### src/rtl/pe_host_drv.sv
// Host driver for a 2x2 PE array: jobs pushed 1 cycle after accept, results returned 1 cycle after pop with their tag.
// Outstanding-job credits gate req_rdy (the PE side cannot stall us); rsp_rdy back-pressure gates pe_pop.

module fifo #(
  parameter int W     = 8,
  parameter int DEPTH = 2
) (
  input  logic         clk,
  input  logic         rst,
  input  logic         push,
  input  logic [W-1:0] push_dat,
  input  logic         pop,
  output logic [W-1:0] pop_dat
);
  localparam int AW = (DEPTH > 1) ? $clog2(DEPTH) : 1;

  logic [W-1:0]  mem [DEPTH];
  logic [AW-1:0] wr_ptr;
  logic [AW-1:0] rd_ptr;

  function automatic logic [AW-1:0] ptr_inc(input logic [AW-1:0] p);
    return (p == AW'(DEPTH - 1)) ? '0 : p + 1'b1;
  endfunction

  // Occupancy is tracked by the caller; it never pushes when full or pops when empty.
  always_ff @(posedge clk) begin
    if (rst) begin
      wr_ptr <= '0;
      rd_ptr <= '0;
      for (int i = 0; i < DEPTH; i++) mem[i] <= '0;
    end else begin
      if (push) begin
        mem[wr_ptr] <= push_dat;
        wr_ptr      <= ptr_inc(wr_ptr);
      end
      if (pop) rd_ptr <= ptr_inc(rd_ptr);
    end
  end

  assign pop_dat = mem[rd_ptr];
endmodule

module pe_host_drv #(
  parameter int WIDTH   = 4,
  parameter int TAG_W   = 4,
  parameter int MAX_OUT = 2,
  parameter int TIMEOUT = 64
) (
  input  logic                    clk,
  input  logic                    rst,
  input  logic                    req_val,
  output logic                    req_rdy,
  input  logic [3:0][WIDTH-1:0]   req_a,
  input  logic [3:0][WIDTH-1:0]   req_b,
  input  logic [TAG_W-1:0]        req_tag,
  output logic [3:0][WIDTH-1:0]   pe_ain,
  output logic [3:0][WIDTH-1:0]   pe_bin,
  output logic                    pe_psh,
  input  logic [3:0][2*WIDTH:0]   pe_cout,
  input  logic                    pe_cout_val,
  output logic                    pe_pop,
  output logic                    rsp_val,
  input  logic                    rsp_rdy,
  output logic [3:0][2*WIDTH:0]   rsp_c,
  output logic [TAG_W-1:0]        rsp_tag,
  input  logic                    flush,
  output logic                    busy,
  output logic                    err_timeout
);
  localparam int CW = $clog2(MAX_OUT + 1);
  localparam int TW = $clog2(TIMEOUT + 1);

  typedef enum logic [1:0] {RUN, FLUSH, ERR} state_t;

  state_t           state;
  logic [CW-1:0]    credits;
  logic [TW-1:0]    timer;
  logic             accept;
  logic [TAG_W-1:0] tag_head;

  assign req_rdy = (state == RUN) && (credits < CW'(MAX_OUT));
  assign accept  = req_val && req_rdy;
  assign pe_pop  = pe_cout_val && (!rsp_val || rsp_rdy) && (credits != '0);
  assign busy    = (credits != '0) || rsp_val || (state != RUN);

  // Tag FIFO occupancy equals credits, so credits guard both ends.
  fifo #(.W(TAG_W), .DEPTH(MAX_OUT)) u_tag_fifo (
    .clk      (clk),
    .rst      (rst),
    .push     (accept),
    .push_dat (req_tag),
    .pop      (pe_pop),
    .pop_dat  (tag_head)
  );

  always_ff @(posedge clk) begin
    if (rst) begin
      pe_psh <= 1'b0;
      pe_ain <= '0;
      pe_bin <= '0;
    end else begin
      pe_psh <= accept;
      if (accept) begin
        pe_ain <= req_a;
        pe_bin <= req_b;
      end
    end
  end

  always_ff @(posedge clk) begin
    if (rst) begin
      credits <= '0;
    end else begin
      case ({accept, pe_pop})
        2'b10:   credits <= credits + 1'b1;
        2'b01:   credits <= credits - 1'b1;
        default: credits <= credits;
      endcase
    end
  end

  // Stall timer: only runs while work is outstanding and nothing comes back.
  always_ff @(posedge clk) begin
    if (rst) begin
      timer <= '0;
    end else if ((credits == '0) || pe_pop) begin
      timer <= '0;
    end else if (timer != TW'(TIMEOUT)) begin
      timer <= timer + 1'b1;
    end
  end

  always_ff @(posedge clk) begin
    if (rst) begin
      state       <= RUN;
      err_timeout <= 1'b0;
    end else begin
      case (state)
        RUN: begin
          if (timer == TW'(TIMEOUT)) begin
            state       <= ERR;
            err_timeout <= 1'b1;
          end else if (flush) begin
            state <= FLUSH;
          end
        end
        FLUSH: begin
          if (timer == TW'(TIMEOUT)) begin
            state       <= ERR;
            err_timeout <= 1'b1;
          end else if ((credits == '0) && !rsp_val) begin
            state <= RUN;
          end
        end
        default: state <= ERR;
      endcase
    end
  end

  // A pop in the same cycle as a handshake reloads, sustaining one result per cycle.
  always_ff @(posedge clk) begin
    if (rst) begin
      rsp_val <= 1'b0;
      rsp_c   <= '0;
      rsp_tag <= '0;
    end else if (pe_pop) begin
      rsp_val <= 1'b1;
      rsp_c   <= pe_cout;
      rsp_tag <= tag_head;
    end else if (rsp_rdy) begin
      rsp_val <= 1'b0;
    end
  end
endmodule

### config.mk
export PLATFORM = sky130hd
export DESIGN_NAME = pe_host_drv
export DESIGN_NICKNAME = d
export VERILOG_FILES = /design/src/rtl/pe_host_drv.sv
export SDC_FILE = /design/constraint.sdc
export NUM_CORES = 1
export LEC_CHECK = 0
export ABC_AREA = 0
export CAP_MARGIN = 15
export CORE_ASPECT_RATIO = 0.6
export CORE_UTILIZATION = 43
export DETAILED_ROUTE_END_ITERATION = 8
export PLACE_DENSITY_LB_ADDON = 0.2
export SETUP_SLACK_MARGIN = 0.2
export SKIP_CTS_REPAIR_TIMING = 1
export SLEW_MARGIN = 20
export SYNTH_ARGS = -nofsm -noshare
export SYNTH_HDL_FRONTEND = slang
export SYNTH_HIERARCHICAL = 1
export SYNTH_SLANG_ARGS = --single-unit
### constraint.sdc
create_clock -name clk -period 2.9 [get_ports clk]
set_input_delay 0.725 -clock clk [delete_from_list [all_inputs] [get_ports clk]]
set_output_delay 0.725 -clock clk [all_outputs]
set_load 0.005 [all_outputs]
==> metrics, run 1 <==
outcome=finished with violations; failing checks=design-rule violations; Num CTS Buffers=9; period utilisation layout=0.907; ANT cells=0; Synth warnings=6; post-synth top area cell=dfxtp_1; Slew Limit Headroom=0.265; layout cells sized above 1=0.0890; Std-Cell Rows=26; count of final setup violators=0; count of cell types in the netlist=34; Synth Cell Area=just under 0.004 mm^2; global route total overflow=0; Setup WS pre-CTS=26.3 ps; Pint=2.92 mW; Clk pin slew, worst setup/hold paths=60 ps; vias per cell=5.55; Synth-to-Final Area Change=48.6%; Total Nets Final=660; Register-to-Register Path Depth=6; Max clock buf depth=2; maximum VDD drop=approximately 0.00052 V; CP max FO=8; Worst Skew=5.84 ps; synthesis-stage register bit count=between 90 and 100; Final ANT Viol Nets=0; critical path type=register to primary output; max-cap violations=0; Switching Fraction=0.333; count of mapped cells out of synthesis=443; sequential area share after synthesis=0.514; worst hold endpoint=pe_ain[9]; most common cell after layout, fill and taps aside=clkdlybuf4s50_1; FF-to-FF setup slack=roughly 780 ps; Inst Count DP=slightly below 700; CTS Sinks=between 90 and 100; Avg Cell Area, Syn=8.88 um^2; H-tree depth=3; CTS root buffer=clkbuf_16; WL final=~12,000 um; Die ar.=approximately 0.0096 mm^2; CP Launch Type=register; initial antenna violation count=0; CP endpoint kind=primary output; Hold Crit Class=register to register; worst setup margin=between 200 and 300 ps; Worst EP required=2170 ps; Pre-antenna DRT Iters=9; via count=3,866; min cycle time layout=2630 ps; drc violations=12; overall die width=126 um; Core ar.=0.00869 mm^2; R2R Path Start=credits[0]; port buffer count=~160; clk_lat worst skew=340 ps; commonest non-fill, non-tap cells in the layout=clkdlybuf4s50_1, dfxtp_1, a21oi_1; worst path arrival time=1900 ps; final std cells w/o fill=696; largest cells by area after synthesis=dfxtp_1, a21oi_1, o31ai_1, nand2_1, nand4_1; wire length of the first global-routing pass=approximately 18,000 um; vias in the first global route=~3,500; Die Y=76.1 um; total power=4.38 mW; Clock Power Share=0.264; reg-to-reg endpoint=credits[1]; wire per inst=17.0 um; sequential power share=0.392; Gate power share=0.344; Leak=about 2.0 nW; Psw=1.46 mW; Final Hold Fails=0; starting density of the core=0.453; worst min-delay path startpoint=pe_ain[9]; # IOs=156; max-slew violation total from the final report=0; fmax=380 MHz; largest net degree at the start of global routing=43; RSZ-0062 raised after global routing=no; Yosys top cell area share=0.453; P per Cell Area=between 700 and 800 mW/mm^2; DP HPWL=7690 um; Detailed Route Iter0 Violations=369; gpl congestion=approximately 0.82; Least-Margin Pin Slew=1100 ps; Mapped Nets=524; Worst Hold Path Cells=2; GRT Overall Usage=0.240; CTS tree=built
-- area by class of cell --
type / instances / area, um^2
repair buffers: 168 / 1650
clock buffers: 10 / 229
multi-input cells: 298 / 1720
well taps: 112 / 140
fillers: 701 / 2840
clock inverters: 6 / 58.8
inverters: 5 / 23.8
flip-flops and latches: 97 / 2020
-- power by group through the flow --
| stage | Sequential, mW | Clock, mW | Combinational [mW] |
|---|---|---|---|
| after detailed placement | 1.73 | 0 | 1.46 |
| after floorplan | 1.72 | 0 | 0.784 |
| after global routing | 1.74 | 1.24 | 1.62 |
| after CTS | 1.70 | 1.18 | 1.47 |
| after global placement | 1.72 | 0 | 1.43 |
| final | 1.72 | 1.16 | 1.51 |
-- cells in the mapped netlist (all sizes together) --
library cell and number:
nor4b 1, nor2b 2, nand2 67, buf 9
xor2 3, o21ai 5, or2 1, nor2 17
nand2b 10, o31ai 40, xnor2 3, inv 4
or4b 3, a211o 1, a21oi 79, ha 3
clkinv 1, nand3 4, a211oi 1, edfxtp 8
nand4 40, nor3 7, a31oi 1, dfxtp 89
clkbuf 35, or4 1, mux2 4, or3 3
nor4 1
-- metal layers --
metal | up-vias | GRT usage | routed length, um
li1 | 1859 | - | -
met3 | 10 | 0.0723 | 828
met1 | 1852 | 0.327 | 5540
met4 | 0 | 0.0610 | 102
met2 | 145 | 0.371 | 5360
met5 | - | 0 | 0
-- worst max-delay path: stages (launching register included) --
cell and delay [ps]:
dfxtp_2 370, or2_2 310, or4_1 410, clkdlybuf4s50_1 480
-- logic make-up after synthesis --
group           after synthesis  share of synthesized area
xor+xnor                      6                     0.0134
simple gates                157                      0.198
mux                           4                     0.0114
fa+ha+maj                     3                    0.00954
flops                        97                      0.514
buf+inv                      49                     0.0550
compound gates              127                      0.198
-- sequential cells by signal, summed over array words and instances (netlist names), named ones only --
register           count
rsp_tag                4
err_timeout            1
pe_psh                 1
pe_bin                16
pe_ain                16
credits                2
state                  2
u_tag_fifo/mem         8
timer                  7
rsp_c                 36
u_tag_fifo/rd_ptr      1
u_tag_fifo/wr_ptr      1
rsp_val                1
-- worst max-delay path by stage --
stage / end / slack (ps) / cells past startpoint / from
6_report: busy / 270 / 3 / credits[1]
5_1_grt: busy / 210 / 3 / credits[1]
4_1_cts: pe_pop / -200 / 4 / credits[1]
3_5_place_dp: pe_pop / 30 / 5 / rsp_rdy
3_3_place_gp: pe_pop / 30 / 5 / rsp_rdy
2_1_floorplan: credits[1] / 440 / 7 / pe_cout_val
-- stage by stage --
step	area, um^2	utilization	hold WS [ps]	setup TNS [ps]
floorplan	3940	-	453	0
detailed placement	5550	0.639	448	0
CTS	5840	0.672	457	-198
finish	5850	0.673	454	0
global route	5850	0.673	481	0
global placement	5550	0.639	442	0
Note: power is estimated with default switching activity, not from simulation.
==> run 2, diff against run 1 <==
--- a/config.mk
+++ b/config.mk
@@ -8,6 +8,7 @@
 export ABC_AREA = 0
 export CAP_MARGIN = 15
 export CORE_ASPECT_RATIO = 0.6
+export CORE_MARGIN = 2
 export CORE_UTILIZATION = 43
 export DETAILED_ROUTE_END_ITERATION = 8
 export PLACE_DENSITY_LB_ADDON = 0.2
==> run 2 against run 1 <==
Net effect:
- sequential share of layout area increased by 0.19 points
- fmax shrank 1.4%
- sequential cell count is the same
- core utilization decreased by 0.45 points
- critical endpoint unchanged
- clock-buffer cell count unchanged
- non-clock buffer count fell by 1
- the run now ends clean
- sequential power about the same
- combinational power is essentially flat
- final area shrank 0.66%
- critical path depth unchanged
- clock power shrank 7%
- largest power group unchanged
==> metrics, run 2 (same netlist as run 1, synthesis figures left out) <==
Least-Margin Pin Slew=1100 ps; layout cells sized above 1=0.0876; Die ar.=0.00996 mm^2; Critical-path top delay cell=clkdlybuf4s50_1; Leak=2.02 nW; crit-path cells=or2_2 > or4_1 > clkdlybuf4s50_1; FF-to-FF setup slack=approximately 720 ps; vias in the first global route=3,416; period utilisation layout=0.919; final std cells w/o fill=694; worst path arrival time=1940 ps; CP Launch Type=register; wire per inst=16.6 um; Std-Cell Rows=26; Critical Path Max Stage Delay=470 ps; Num CTS Buffers=9; Slew Limit Headroom=0.268; min cycle time layout=2670 ps; drc violations=0; Total Nets Final=659; Worst EP required=roughly 2200 ps; max FFs per register=36; maximum VDD drop=0.000407 V; wire length of the first global-routing pass=~18,000 um; initial antenna violation count=0; outcome=finished clean; Hold Worst Slack=457 ps; CTS root buffer=clkbuf_16; # IOs=156; clk_lat worst skew=340 ps; Die Y=78.1 um; GRT Overall Usage=0.224; most common cell after layout, fill and taps aside=clkdlybuf4s50_1; CTS Sinks=a little under 100; port buffer count=~160; Pre-antenna DRT Iters=5; area taken by multi-input logic gates=0.00172 mm^2; Final Hold Fails=0; CTS tree=built; Detailed Route Iter0 Violations=approximately 260; biggest regs=rsp_c x36, pe_ain x16, pe_bin x16; via count=3,827; commonest non-fill, non-tap cells in the layout=clkdlybuf4s50_1, dfxtp_1, a21oi_1; Worst Skew=around 4.7 ps; WL final=11,500 um; max-slew violation total from the final report=0; RSZ-0062 raised after global routing=yes; overall die width=128 um; Inst Count DP=678; P per Cell Area=737 mW/mm^2; vias per cell=5.51; fmax=around 380 MHz; largest net degree at the start of global routing=43; DP HPWL=7650 um; Reg with most FFs=rsp_c; CP endpoint kind=primary output; global route total overflow=0; starting density of the core=0.453; Hold Crit Class=register to register; ANT cells=0; Final ANT Viol Nets=0; # fillers=689; Core ar.=0.00869 mm^2; Clk pin slew, worst setup/hold paths=around 60 ps; count of final setup violators=0; Synth-to-Final Area Change=47.6%; Register Area=0.00202 mm^2; gpl congestion=0.855; Max clock buf depth=2; max-cap violations=0; H-tree depth=3; critical path type=register to primary output; CP max FO=8
[run 2: metal layers]
| metal | vias to the layer above | GRT usage | part of all wire |
|---|---|---|---|
| met1 | 1773 | 0.316 | 0.47 |
| met3 | 17 | 0.0668 | 0.088 |
| met2 | 177 | 0.332 | 0.42 |
| met5 | - | 0 | 0 |
| met4 | 0 | 0.0659 | 0.015 |
| li1 | 1860 | - | - |
[run 2: critical path: cells and delay by family (launching register included)]
kind                   cells  cell delay [ps]
DFF                        1              400
buffers and inverters      1              470
and+or+nand+nor            2              730
[run 2: final timing paths]
path	from	cells past startpoint	end
worst min-delay path	pe_bin[10]	2	pe_bin[10]
worst max register to register	credits[0]	6	credits[1]
worst max-delay path	credits[1]	3	busy
worst min register to register	pe_bin[10]	2	pe_bin[10]
[run 2: layout make-up]
type                       instances  share of cell area
sequential                        97               0.348
tap                              112              0.0241
inverter                           5             0.00409
clock buffer                      10              0.0411
multi-input combinational        298               0.296
clock inverter                     5             0.00560
timing repair buffer             167               0.281
[run 2: report_power, final]
group	leakage [nW]	internal, mW	switching, mW
registers	0.811	1.57	0.144
clock network	0.126	0.596	0.482
logic	1.09	0.681	0.811
[run 2: stage by stage]
step | area (um^2) | setup slack (ps) | TNS (ps) | util | power [mW]
finish | 5810 | 234 | 0 | 0.669 | 4.28
global route | 5810 | 163 | 0 | 0.669 | 4.52
CTS | 5800 | -193 | -193 | 0.668 | 4.27
detailed placement | 5530 | 52.8 | 0 | 0.637 | 3.18
global placement | 5530 | 51.7 | 0 | 0.637 | 3.13
floorplan | 3940 | 442 | 0 | - | 2.50
